[config.mk]
export PLATFORM = sky130hd
export DESIGN_NAME = enet_txcrc
export DESIGN_NICKNAME = d
export VERILOG_FILES = /design/src/rtl/enet_pkg.sv /design/src/rtl/enet_crc32_nibble.sv /design/src/rtl/enet_txcrc.sv
export SDC_FILE = /design/constraint.sdc
export NUM_CORES = 1
export LEC_CHECK = 0
export ABC_AREA = 1
export CAP_MARGIN = 20
export CELL_PAD_IN_SITES_DETAIL_PLACEMENT = 2
export CELL_PAD_IN_SITES_GLOBAL_PLACEMENT = 2
export CORE_ASPECT_RATIO = 1.75
export CORE_UTILIZATION = 32
export DETAILED_ROUTE_END_ITERATION = 6
export PLACE_DENSITY_LB_ADDON = 0.1
export SKIP_LAST_GASP = 1
export SLEW_MARGIN = 15
export SYNTH_ARGS = -nofsm -noshare
export SYNTH_HDL_FRONTEND = slang
export SYNTH_SLANG_ARGS = --single-unit
[constraint.sdc]
create_clock -name i_clk -period 1.6 [get_ports i_clk]
set_clock_uncertainty 0.2 [all_clocks]
set_input_delay 0.24 -clock i_clk [delete_from_list [all_inputs] [get_ports i_clk]]
set_output_delay 0.24 -clock i_clk [all_outputs]
set_load 0.05 [all_outputs]
[src/rtl/enet_pkg.sv]
// Shared Ethernet constants and the TX CRC state encoding, used by the TX FCS
// appender and later by the RX FCS checker.
package enet_pkg;

    localparam logic [31:0] ENET_CRC_POLY_R  = 32'hEDB8_8320;
    localparam logic [31:0] ENET_CRC_INIT    = 32'hFFFF_FFFF;
    // Remainder left in the reflected register after a good frame plus its FCS
    // (unreflected form 32'hC704_DD7B).
    localparam logic [31:0] ENET_CRC_RESIDUE = 32'hDEBB_20E3;
    localparam int          ENET_MIN_NIBBLES = 120;

    typedef enum logic [1:0] {
        IDLE = 2'd0,
        DATA = 2'd1,
        PAD  = 2'd2,
        FCS  = 2'd3
    } tx_state_t;

endpackage

[src/rtl/enet_crc32_nibble.sv]
// Combinational reflected CRC-32 update for one nibble, data LSB first.
// Four bit steps unrolled; shared by the TX appender and the RX checker.
module enet_crc32_nibble
    import enet_pkg::*;
(
    input  logic [31:0] crc_in,
    input  logic [3:0]  d,
    output logic [31:0] crc_out
);

    logic [31:0] s1, s2, s3;

    assign s1      = {1'b0, crc_in[31:1]} ^ ({32{crc_in[0] ^ d[0]}} & ENET_CRC_POLY_R);
    assign s2      = {1'b0, s1[31:1]}     ^ ({32{s1[0]     ^ d[1]}} & ENET_CRC_POLY_R);
    assign s3      = {1'b0, s2[31:1]}     ^ ({32{s2[0]     ^ d[2]}} & ENET_CRC_POLY_R);
    assign crc_out = {1'b0, s3[31:1]}     ^ ({32{s3[0]     ^ d[3]}} & ENET_CRC_POLY_R);

endmodule

[src/rtl/enet_txcrc.sv]
// TX nibble-stream FCS appender: passes the frame through and appends ~CRC-32,
// low nibble first. Define ENET_TXCRC_PAD_EN to zero-pad short frames to MINNIBBLES.
module enet_txcrc
    import enet_pkg::*;
#(
    parameter int MINNIBBLES = ENET_MIN_NIBBLES
) (
    input  logic       i_clk,
    input  logic       i_reset_n,
    input  logic       i_ce,
    input  logic       i_en,
    input  logic       i_cancel,
    input  logic       i_v,
    input  logic [3:0] i_d,
    output logic       o_v,
    output logic [3:0] o_d
);

    tx_state_t   state, state_nx;
    logic [31:0] crc, crc_nx, crc_src, crc_upd, fcs;
    logic [3:0]  d_src;
    logic [2:0]  idx, idx_nx;
    logic        en_latched, en_nx;
    logic        ov_nx;
    logic [3:0]  od_nx;

`ifdef ENET_TXCRC_PAD_EN
    localparam int                CNT_W   = $clog2(MINNIBBLES + 1);
    localparam logic [CNT_W-1:0]  CNT_MAX = CNT_W'(MINNIBBLES);
    logic [CNT_W-1:0] count, count_nx;
`else
    logic unused_minnibbles;
    assign unused_minnibbles = ^MINNIBBLES;
`endif

    // A new frame folds its first nibble into a fresh init value; padding folds zeros.
    assign crc_src = (state == IDLE) ? ENET_CRC_INIT : crc;
    assign d_src   = (state == IDLE || state == DATA) ? i_d : 4'h0;
    assign fcs     = ~crc;

    enet_crc32_nibble u_crc (
        .crc_in  (crc_src),
        .d       (d_src),
        .crc_out (crc_upd)
    );

    always_comb begin
        state_nx = state;
        crc_nx   = crc;
        idx_nx   = idx;
        en_nx    = en_latched;
        ov_nx    = 1'b0;
        od_nx    = 4'h0;
`ifdef ENET_TXCRC_PAD_EN
        count_nx = count;
`endif
        if (i_cancel) begin
            state_nx = IDLE;
            crc_nx   = ENET_CRC_INIT;
            idx_nx   = 3'd0;
`ifdef ENET_TXCRC_PAD_EN
            count_nx = '0;
`endif
        end else begin
            case (state)
                IDLE: begin
                    crc_nx = ENET_CRC_INIT;
`ifdef ENET_TXCRC_PAD_EN
                    count_nx = '0;
`endif
                    if (i_v) begin
                        en_nx    = i_en;
                        ov_nx    = 1'b1;
                        od_nx    = i_d;
                        crc_nx   = crc_upd;
                        state_nx = DATA;
`ifdef ENET_TXCRC_PAD_EN
                        count_nx = CNT_W'(1);
`endif
                    end
                end
                DATA: begin
                    if (i_v) begin
                        ov_nx  = 1'b1;
                        od_nx  = i_d;
                        crc_nx = crc_upd;
`ifdef ENET_TXCRC_PAD_EN
                        if (count < CNT_MAX) count_nx = count + CNT_W'(1);
`endif
                    end else if (!en_latched) begin
                        state_nx = IDLE;
`ifdef ENET_TXCRC_PAD_EN
                    end else if (count < CNT_MAX) begin
                        ov_nx    = 1'b1;
                        crc_nx   = crc_upd;
                        count_nx = count + CNT_W'(1);
                        state_nx = PAD;
`endif
                    end else begin
                        // First FCS nibble goes out on the cycle i_v drops: no gap.
                        ov_nx    = 1'b1;
                        od_nx    = fcs[3:0];
                        idx_nx   = 3'd1;
                        state_nx = FCS;
                    end
                end
                PAD: begin
`ifdef ENET_TXCRC_PAD_EN
                    ov_nx = 1'b1;
                    if (count < CNT_MAX) begin
                        crc_nx   = crc_upd;
                        count_nx = count + CNT_W'(1);
                    end else begin
                        od_nx    = fcs[3:0];
                        idx_nx   = 3'd1;
                        state_nx = FCS;
                    end
`else
                    state_nx = IDLE;
`endif
                end
                FCS: begin
                    ov_nx  = 1'b1;
                    od_nx  = fcs[{idx, 2'b00} +: 4];
                    idx_nx = idx + 3'd1;
                    if (idx == 3'd7) state_nx = IDLE;
                end
                default: state_nx = IDLE;
            endcase
        end
    end

    always_ff @(posedge i_clk or negedge i_reset_n) begin
        if (!i_reset_n) begin
            state      <= IDLE;
            crc        <= ENET_CRC_INIT;
            idx        <= 3'd0;
            en_latched <= 1'b0;
            o_v        <= 1'b0;
            o_d        <= 4'h0;
`ifdef ENET_TXCRC_PAD_EN
            count      <= '0;
`endif
        end else if (i_ce) begin
            state      <= state_nx;
            crc        <= crc_nx;
            idx        <= idx_nx;
            en_latched <= en_nx;
            o_v        <= ov_nx;
            o_d        <= od_nx;
`ifdef ENET_TXCRC_PAD_EN
            count      <= count_nx;
`endif
        end
    end

endmodule

==> qor.yml, run 1 <==
status:
  status: "finished with violations"
  violations: "setup timing"
clock_network:
  numCtsBuffers: 5
  clock-sinks: 43
  cts_tree: "yes"
  cts_max_level: 2
  path_clk_slew_ns: 0.08
  clock_latency_ns: 0.32
  cts_buffer_depth: 2
  cts_root_buffer: "clkbuf_16"
power_and_ir_drop:
  power_density_mw_per_mm2: 2070
  leakagePower_uw: 0.00237
  ir_drop_uv: 1120
  power_uw: 10500
yosys:
  ys_types: 36
  synth_seq_cells: 43
  ys_seq_area_share_pct: 35.7
  ys.flop_type: "dfstp_2"
  synth_most_common_cell: "nand2_1"
  synth_common_cells: "nand2_1, inv_1, nand3_1"
  synth_cells: 435
  synth-edff-count: 0
  synth-async-reset-ratio_pct: 100
  yosysWarnings: 0
  synth_fp_nets: 447
  synth_area_leaders: "dfstp_2, nand2_1, dfrtp_1"
  syn_avg_cell_area_um2: 7.18
  syn-cell-area_mm2: 0.00312
  yosys.area.top_type: "dfstp_2"
  yosysTopAreaCellShare_pct: 26.9
placement:
  port_buffers: 14
  dp_hpwl_um: 9800
  place_congestion: 0.857
sta:
  setup_viol_count_final: 42
  worst_pin_slew_ns: 0.452
  rsz0062_at_grt: "yes"
  final_hold_viol_count: 0
  period_share_pct: 137
  slew_headroom_pct: 69.9
  fmax_mhz: 455
  fin_crit_ns: 2.20
  setup_slack_ns: -0.596
  drv_slew: 0
  tns_ns: -14.14
final_layout:
  multiInputGateArea_mm2: 0.00216
  area_growth_pct: 62.8
  register_area_mm2: 0.00112
  drive_above_1_share_pct: 48.8
  fillers: 995
  nets: 562
  num_antenna_cells: 0
min_path:
  hold_path.class: "in -> async"
floorplan:
  ios: 15
  die_x_um: 76.7
  core-area_mm2: 0.00947
  die_height_um: 133
  rows: 47
  initial_utilization_pct: 33.0
  die_area_mm2: 0.0102
global_routing:
  grt_usage_pct: 30.9
  grt_pass1_wl_um: 23300
  grt_max_degree: 44
  grt-ovfl-total: 0
  grt_antenna_before_repair: 0
  grt_pass1_vias: 4122
run:
  drv_cap: 0
worst_setup_path:
  start_kind: "register"
  cp.required_ns: 1.64
  worst_r2r_path_depth: 11
  slowest_stage: "dfrtp_2"
  setup.worst_path.end_class: "register"
  path_max_fanout: 7
  crit_type: "reg -> reg"
  crit_chain: "buf_6 -> nor2_4 -> buf_6 -> clkbuf_16 -> nor2_1 -> xor2_1 -> inv_1 -> nand2_1 -> nand3_1 -> nand2_1 -> inv_1"
  slowest_delay_ns: 0.45
  cp_data_arrival_time_ns: 2.24
drt:
  num_vias: 3737
  route.antenna.remaining_nets: 0
  routed_wl_um: 20200
  wl_per_cell_um: 30.0
  dr.pass1.iters: 4
  detail_route.vias_per_cell: 5.55
  drc_errors: 0
  drtIter0Drc: 206
[worst max-delay path, delay by kind of cell, from the launching register on]
| kind | cells | cell delay (ns) |
|---|---|---|
| xor gates and xnor gates | 1 | 0.27 |
| buffers and inverters | 5 | 0.60 |
| DFF | 1 | 0.45 |
| and+or+nand+nor | 5 | 0.58 |
[power by group]
part	leakage (uW)	switching, uW	internal, uW	total, uW
clock	0.0000771	565	742	1310
combinational	0.00182	4110	2890	7000
sequential	0.000477	523	1710	2230
total	0.00237	5200	5340	10500
[final cells by class]
class / instances / share of cell area (%)
sequential: 43 / 22.0
clock buffer: 6 / 2.53
tap: 122 / 3.00
multi-input combinational: 308 / 42.5
timing repair inverter: 3 / 0.320
inverter: 71 / 5.80
timing repair buffer: 118 / 23.0
clock inverter: 2 / 0.738
[cell families after synthesis]
kind of cell	share of synthesized area, %
flops	35.7
fa+ha+maj	0.801
buf+inv	11.1
xor+xnor	8.77
simple gates	32.8
compound gates	10.7
[placed cells by master, fill, tap and decap left out, types with 4 or more instances in the layout]
master / netlist / routed
a21oi_2: 1 / 7
buf_12: 1 / 12
buf_4: 3 / 78
buf_6: 0 / 13
clkbuf_16: 0 / 8
clkdlybuf4s50_1: 0 / 8
dfrtp_1: 11 / 8
dfstp_2: 32 / 32
inv_1: 64 / 57
inv_2: 5 / 9
inv_4: 1 / 4
nand2_1: 106 / 83
nand2_2: 8 / 18
nand2_4: 3 / 14
nand3_1: 54 / 41
nand3_2: 3 / 13
nand4_1: 4 / 4
nor2_1: 30 / 25
nor2_4: 0 / 4
o21ai_0: 37 / 16
o21ai_1: 0 / 13
o21ai_2: 0 / 7
o22ai_2: 0 / 7
or2_1: 6 / 6
xnor2_4: 2 / 5
xor2_1: 12 / 7
xor2_2: 3 / 6
[flip-flops by register name (all words and copies together) (netlist names)]
signal,count
o_v,1
idx,3
crc,32
en_latched,1
o_d,4
state,2
[through the flow]
stage	utilization (%)	area, um2	instances	setup WS (ns)	hold slack, ns
2_1_floorplan	-	3150	435	-0.0495	-0.256
3_3_place_gp	42.1	3990	629	-0.418	0.0420
3_5_place_dp	42.1	3990	629	-0.497	0.0447
4_1_cts	47.7	4520	650	-0.256	0.265
5_1_grt	53.7	5090	673	-0.621	0.292
6_report	53.7	5090	673	-0.596	0.250
[final timing paths]
| path | start | endpoint | slack (ns) |
|---|---|---|---|
| max | state[0]$_DFFE_PN0P_ | crc[23]$_DFFE_PN1P_ | -0.60 |
| min | i_reset_n | en_latched$_DFFE_PN0P_ | 0.25 |
| max reg2reg | state[0]$_DFFE_PN0P_ | crc[23]$_DFFE_PN1P_ | -0.60 |
| min reg2reg | crc[11]$_DFFE_PN1P_ | crc[11]$_DFFE_PN1P_ | 0.32 |
| max in group asynchronous | i_reset_n | crc[18]$_DFFE_PN1P_ | 0.66 |
| min in group i_clk | crc[11]$_DFFE_PN1P_ | crc[11]$_DFFE_PN1P_ | 0.32 |
[routing by layer]
metal / track usage [%] / up-vias / wire (um)
met5: 0 / - / 0
met3: 3.86 / 84 / 617
met2: 59.1 / 141 / 11000
met4: 19.7 / 0 / 1580
met1: 30.3 / 1913 / 6980
li1: - / 1599 / -
[timing repair]
item	CTS	global route
cloned	3	3
endpoints found under the hold margin	43	0
setup endpoints to repair	41	41
hold buffers	1	0
pin swaps	23	48
resized for setup	70	90
setup buffers	9	21
No activity file was read; power rests on OpenSTA's default activity.
==> run 2, diff against run 1 <==
--- a/config.mk
+++ b/config.mk
@@ -11,6 +11,7 @@
 export CELL_PAD_IN_SITES_GLOBAL_PLACEMENT = 2
 export CORE_ASPECT_RATIO = 1.75
 export CORE_UTILIZATION = 32
+export CTS_BUF_LIST = sky130_fd_sc_hd__clkbuf_16
 export DETAILED_ROUTE_END_ITERATION = 6
 export PLACE_DENSITY_LB_ADDON = 0.1
 export SKIP_LAST_GASP = 1
==> run 2 against run 1 <==
Effect of this change: power hardly changed; critical endpoint unchanged; global-route usage unchanged; cell area is the same; fmax hardly changed; routed wire length about the same; critical path type unchanged; the flow still finishes with violations (setup timing); sequential cell count unchanged; first-iteration DRC count rose by 8.3%; largest cell class unchanged; combinational power is essentially flat.
==> qor.yml, run 2 (same netlist as run 1, synthesis figures left out) <==
global_routing:
  grt_usage_pct: 30.9
  grt_max_degree: 44
  grt-ovfl-total: 0
  grt_pass1_wl_um: 23300
  grt_antenna_before_repair: 0
  grt_pass1_vias: 4122
worst_setup_path:
  cp.required_ns: 1.64
  timing.critical_path.buf_inv: 5
  start_kind: "register"
  crit_type: "reg -> reg"
  slowest_delay_ns: 0.45
  path_max_fanout: 7
  cp_top_family: "buffers and inverters"
  cp_data_arrival_time_ns: 2.24
  slowest_stage: "dfrtp_2"
  crit_chain: "buf_6 -> nor2_4 -> buf_6 -> clkbuf_16 -> nor2_1 -> xor2_1 -> inv_1 -> nand2_1 -> nand3_1 -> nand2_1 -> inv_1"
  setup.worst_path.end_class: "register"
floorplan:
  initial_utilization_pct: 33.0
  core-area_mm2: 0.00947
  die_x_um: 76.7
  die_area_mm2: 0.0102
  rows: 47
  die_height_um: 133
  ios: 15
power_and_ir_drop:
  ir_drop_uv: 1120
  power_frac_seq_pct: 21.2
  combPwrFrac_pct: 66.5
  p_clk_share_pct: 12.4
  power_uw: 10500
  sw_frac_of_total_pct: 49.4
  p_switching_uw: 5210
  power.internal_uw: 5330
  leakagePower_uw: 0.00237
  power_density_mw_per_mm2: 2070
status:
  status: "finished with violations"
  violations: "setup timing"
final_layout:
  drive_above_1_share_pct: 48.8
  final_cell_mix: "nand2_1, buf_4, inv_1"
  final_common_cell: "nand2_1"
  nets: 562
  area_growth_pct: 62.8
  num_antenna_cells: 0
  largest_reg_flops: 32
  instances_no_fill: 673
  top_regs: "crc (32), o_d (4), idx (3)"
  largest_register: "crc"
clock_network:
  cts_tree: "yes"
  cts_root_buffer: "clkbuf_16"
  cts_buffer_depth: 2
  clock_latency_ns: 0.32
  clock-sinks: 43
  cts_max_level: 2
  numCtsBuffers: 5
  path_clk_slew_ns: 0.08
sta:
  final_hold_viol_count: 0
  rsz0062_at_grt: "yes"
  drv_slew: 0
  period_share_pct: 137
  slew_headroom_pct: 69.9
  fmax_mhz: 455
  setup_viol_count_final: 42
  fin_crit_ns: 2.20
  setup_slack_ns: -0.596
  worst_pin_slew_ns: 0.452
drt:
  num_vias: 3745
  dr.pass1.iters: 4
  routed_wl_um: 20200
  drtIter0Drc: 223
  wl_per_cell_um: 30.0
  detail_route.vias_per_cell: 5.56
  route.antenna.remaining_nets: 0
  drc_errors: 0
placement:
  dp.cells: 629
  port_buffers: 14
  place_congestion: 0.857
  dp_hpwl_um: 9800
min_path:
  hold_path.class: "in -> async"
run:
  drv_cap: 0
## run 2: cell types whose count changed in the layout (fill, tap and decap cells not counted)
| cell | delta |
|---|---|
| inv_1 | +1 |
| clkbuf_1 | -1 |
## run 2: what timing repair did
action | CTS | global route
gates resized for setup | 70 | 90
setup endpoints to repair | 41 | 41
pin swaps | 23 | 48
hold endpoints to repair | 43 | 0
hold buffers | 1 | 0
setup buffers | 9 | 21
gates cloned | 3 | 3
## run 2: power groups by stage
stage / logic (uW) / registers [uW] / clock network (uW)
floorplan: 2580 / 2010 / 0
global placement: 4320 / 2070 / 0
detailed placement: 4500 / 2080 / 0
CTS: 5200 / 2090 / 1230
global route: 7230 / 2250 / 1320
finish: 7000 / 2230 / 1300
## run 2: layout make-up
| cell class | count | area (um2) |
|---|---|---|
| clock buffers | 5 | 125 |
| repair buffers | 118 | 1170 |
| multi-input cells | 308 | 2160 |
| inverters | 71 | 295 |
| repair inverters | 3 | 16.3 |
| flip-flops and latches | 43 | 1120 |
| clock inverters | 3 | 41.3 |
| fillers | 995 | 4380 |
| well taps | 122 | 153 |
## run 2: metrics by stage
step	hold slack [ns]	setup TNS (ns)	instance area (um2)	utilization [%]	setup WS [ns]
6_report	0.250	-14.13	5090	53.7	-0.596
5_1_grt	0.292	-16.01	5090	53.7	-0.621
4_1_cts	0.265	-7.02	4520	47.7	-0.256
3_5_place_dp	0.0447	-14.84	3990	42.1	-0.497
3_3_place_gp	0.0420	-12.25	3990	42.1	-0.418
2_1_floorplan	-0.256	-0.177	3150	-	-0.0495
## run 2: path summary, 6_finish.rpt
path / to / cells after the start / from / slack, ns
worst max-delay path: crc[23]$_DFFE_PN1P_ / 11 / state[0]$_DFFE_PN0P_ / -0.60
worst max register to register: crc[23]$_DFFE_PN1P_ / 11 / state[0]$_DFFE_PN0P_ / -0.60
worst min-delay path: en_latched$_DFFE_PN0P_ / 3 / i_reset_n / 0.25
worst min register to register: crc[11]$_DFFE_PN1P_ / 2 / crc[11]$_DFFE_PN1P_ / 0.32
min in group i_clk: crc[11]$_DFFE_PN1P_ / 2 / crc[11]$_DFFE_PN1P_ / 0.32
max in group asynchronous: crc[18]$_DFFE_PN1P_ / 3 / i_reset_n / 0.66
## run 2: worst reg2reg max path: stages (launching register included)
cell and delay, ns:
dfrtp_2 0.45, buf_6 0.14, nor2_4 0.21, buf_6 0.16
clkbuf_16 0.14, nor2_1 0.05, xor2_1 0.27, inv_1 0.11
nand2_1 0.09, nand3_1 0.11, nand2_1 0.12, inv_1 0.05
## run 2: metal layers
| layer | track usage [%] | vias up | part of all wire, % |
|---|---|---|---|
| li1 | - | 1599 | - |
| met1 | 30.3 | 1924 | 35 |
| met2 | 59.1 | 139 | 54 |
| met3 | 3.86 | 83 | 3.0 |
| met4 | 19.7 | 0 | 7.7 |
| met5 | 0 | - | 0 |
==> run 3, diff against run 2 <==
--- a/config.mk
+++ b/config.mk
@@ -13,9 +13,9 @@
 export CORE_UTILIZATION = 32
 export CTS_BUF_LIST = sky130_fd_sc_hd__clkbuf_16
 export DETAILED_ROUTE_END_ITERATION = 6
+export MAX_ROUTING_LAYER = met4
 export PLACE_DENSITY_LB_ADDON = 0.1
 export SKIP_LAST_GASP = 1
-export SLEW_MARGIN = 15
 export SYNTH_ARGS = -nofsm -noshare
 export SYNTH_HDL_FRONTEND = slang
 export SYNTH_SLANG_ARGS = --single-unit
==> run 3 against run 2 <==
Effect of this change: the flow still finishes with violations (setup timing); first-iteration DRC count is 32% lower; critical endpoint is now crc[7]$_DFFE_PN1P_; setup slack better by 0.094 ns; sequential cell count did not move; cell area did not move; final cell count is the same; power fell by 1.7%.
==> qor.yml, run 3 (same netlist as run 1, synthesis figures left out) <==
clock_network:
  cts_buffer_depth: 2
  clock_latency_ns: 0.31
  cts_root_buffer: "clkbuf_16"
  cts_tree: "yes"
  path_clk_slew_ns: 0.07
  clock-sinks: 43
  numCtsBuffers: 5
  cts_max_level: 2
power_and_ir_drop:
  power_density_mw_per_mm2: 2040
  p_switching_uw: 5030
  power_frac_seq_pct: 21.4
  power.internal_uw: 5330
  combPwrFrac_pct: 66.6
  p_clk_share_pct: 12.0
  leakagePower_uw: 0.00237
  ir_drop_uv: 1410
  sw_frac_of_total_pct: 48.6
sta:
  fin_crit_ns: 2.10
  tns_ns: -13.94
  final_hold_viol_count: 0
  hold_slack_ns: 0.260
  setup_slack_ns: -0.502
  rsz0062_at_grt: "yes"
  period_share_pct: 131
  slew_headroom_pct: 71.5
  drv_slew: 0
  setup_viol_count_final: 42
  fmax_mhz: 476
  worst_pin_slew_ns: 0.423
worst_setup_path:
  timing.critical_path.buf_inv: 6
  crit_chain: "buf_6 -> nor2_4 -> buf_6 -> clkbuf_16 -> buf_4 -> nor2_1 -> inv_1 -> nand2_1 -> nand3_1 -> nand2_1 -> inv_1"
  slowest_delay_ns: 0.43
  cp_data_arrival_time_ns: 2.14
  setup.worst_path.end_class: "register"
  crit_type: "reg -> reg"
  slowest_stage: "dfrtp_2"
  cp.required_ns: 1.64
  cp_top_family: "buffers and inverters"
  path_max_fanout: 7
  start_kind: "register"
floorplan:
  rows: 47
  die_area_mm2: 0.0102
  die_x_um: 76.7
  die_height_um: 133
  ios: 15
  core-area_mm2: 0.00947
  initial_utilization_pct: 33.0
global_routing:
  grt_pass1_wl_um: 23300
  grt_pass1_vias: 4137
  grt_antenna_before_repair: 0
  grt_max_degree: 44
  grt_usage_pct: 31.7
  grt-ovfl-total: 0
final_layout:
  final_cell_mix: "nand2_1, buf_4, inv_1"
  drive_above_1_share_pct: 49.0
  top_regs: "crc (32), o_d (4), idx (3)"
  num_antenna_cells: 0
  largest_reg_flops: 32
  area_growth_pct: 62.8
  final_common_cell: "nand2_1"
  instances_no_fill: 673
  nets: 562
  largest_register: "crc"
placement:
  port_buffers: 14
  dp_hpwl_um: 9800
  place_congestion: 0.870
  dp.cells: 629
drt:
  routed_wl_um: 19100
  detail_route.vias_per_cell: 5.54
  drc_errors: 0
  drtIter0Drc: 151
  wl_met1_um: 6760
  route.antenna.remaining_nets: 0
  route.met3.wl_um: 512
  num_vias: 3726
  met2_length_um: 10300
  top_layer_used: "met4"
  dr.pass1.iters: 4
  wl_per_cell_um: 28.4
run:
  drv_cap: 0
status:
  violations: "setup timing"
  status: "finished with violations"
min_path:
  hold_path.class: "in -> async"
[run 3: cell counts in the layout (fill, tap and decap cells not counted)]
No cell type changed its count.
[run 3: final timing paths]
kind	start	endpoint	depth (start not counted)	slack (ns)
max	state[0]$_DFFE_PN0P_	crc[7]$_DFFE_PN1P_	11	-0.50
min	i_reset_n	idx[2]$_DFFE_PN0P_	3	0.26
max in group asynchronous	i_reset_n	crc[29]$_DFFE_PN1P_	3	0.62
max reg2reg	state[0]$_DFFE_PN0P_	crc[7]$_DFFE_PN1P_	11	-0.50
min reg2reg	crc[11]$_DFFE_PN1P_	crc[11]$_DFFE_PN1P_	2	0.35
min in group i_clk	crc[11]$_DFFE_PN1P_	crc[11]$_DFFE_PN1P_	2	0.35
[run 3: area by class of cell]
| cell class | instances | area, um2 |
|---|---|---|
| Clock buffer | 5 | 125 |
| Fill cell | 999 | 4380 |
| Tap cell | 122 | 153 |
| Inverter | 71 | 295 |
| Clock inverter | 3 | 41.3 |
| Multi-Input combinational cell | 308 | 2160 |
| Timing Repair inverter | 3 | 16.3 |
| Timing Repair Buffer | 118 | 1170 |
| Sequential cell | 43 | 1120 |
[run 3: worst min-delay path: stages]
cell           delay [ns]
dlygate4sd3_1        0.53
buf_2                0.13
buf_12               0.25
[run 3: timing repair]
action	CTS	global route
hold buffers	1	0
gates resized for setup	70	91
setup buffers	9	21
hold endpoints to repair	43	0
pin swaps	23	49
cloned	3	3
endpoints found under the setup margin	41	41
[run 3: layer usage]
layer | vias to the layer above | global-route usage (%)
met5 | - | -
met2 | 138 | 59.1
li1 | 1605 | -
met4 | 0 | 19.7
met3 | 89 | 3.66
met1 | 1894 | 30.4
[run 3: power groups by stage]
stage          registers (uW)  clock network [uW]  logic, uW
2_1_floorplan            2010                   0       2580
4_1_cts                  2090                1230       5200
6_report                 2210                1250       6900
5_1_grt                  2230                1280       7170
3_3_place_gp             2070                   0       4320
3_5_place_dp             2080                   0       4500
[run 3: through the flow]
| step | worst slack (ns) | power, uW | util, % | cell area [um2] |
|---|---|---|---|---|
| 6_report | -0.502 | 10400 | 53.7 | 5090 |
| 3_5_place_dp | -0.497 | 6580 | 42.1 | 3990 |
| 3_3_place_gp | -0.418 | 6390 | 42.1 | 3990 |
| 4_1_cts | -0.256 | 8520 | 47.7 | 4520 |
| 2_1_floorplan | -0.0495 | 4580 | - | 3150 |
| 5_1_grt | -0.566 | 10700 | 53.7 | 5090 |
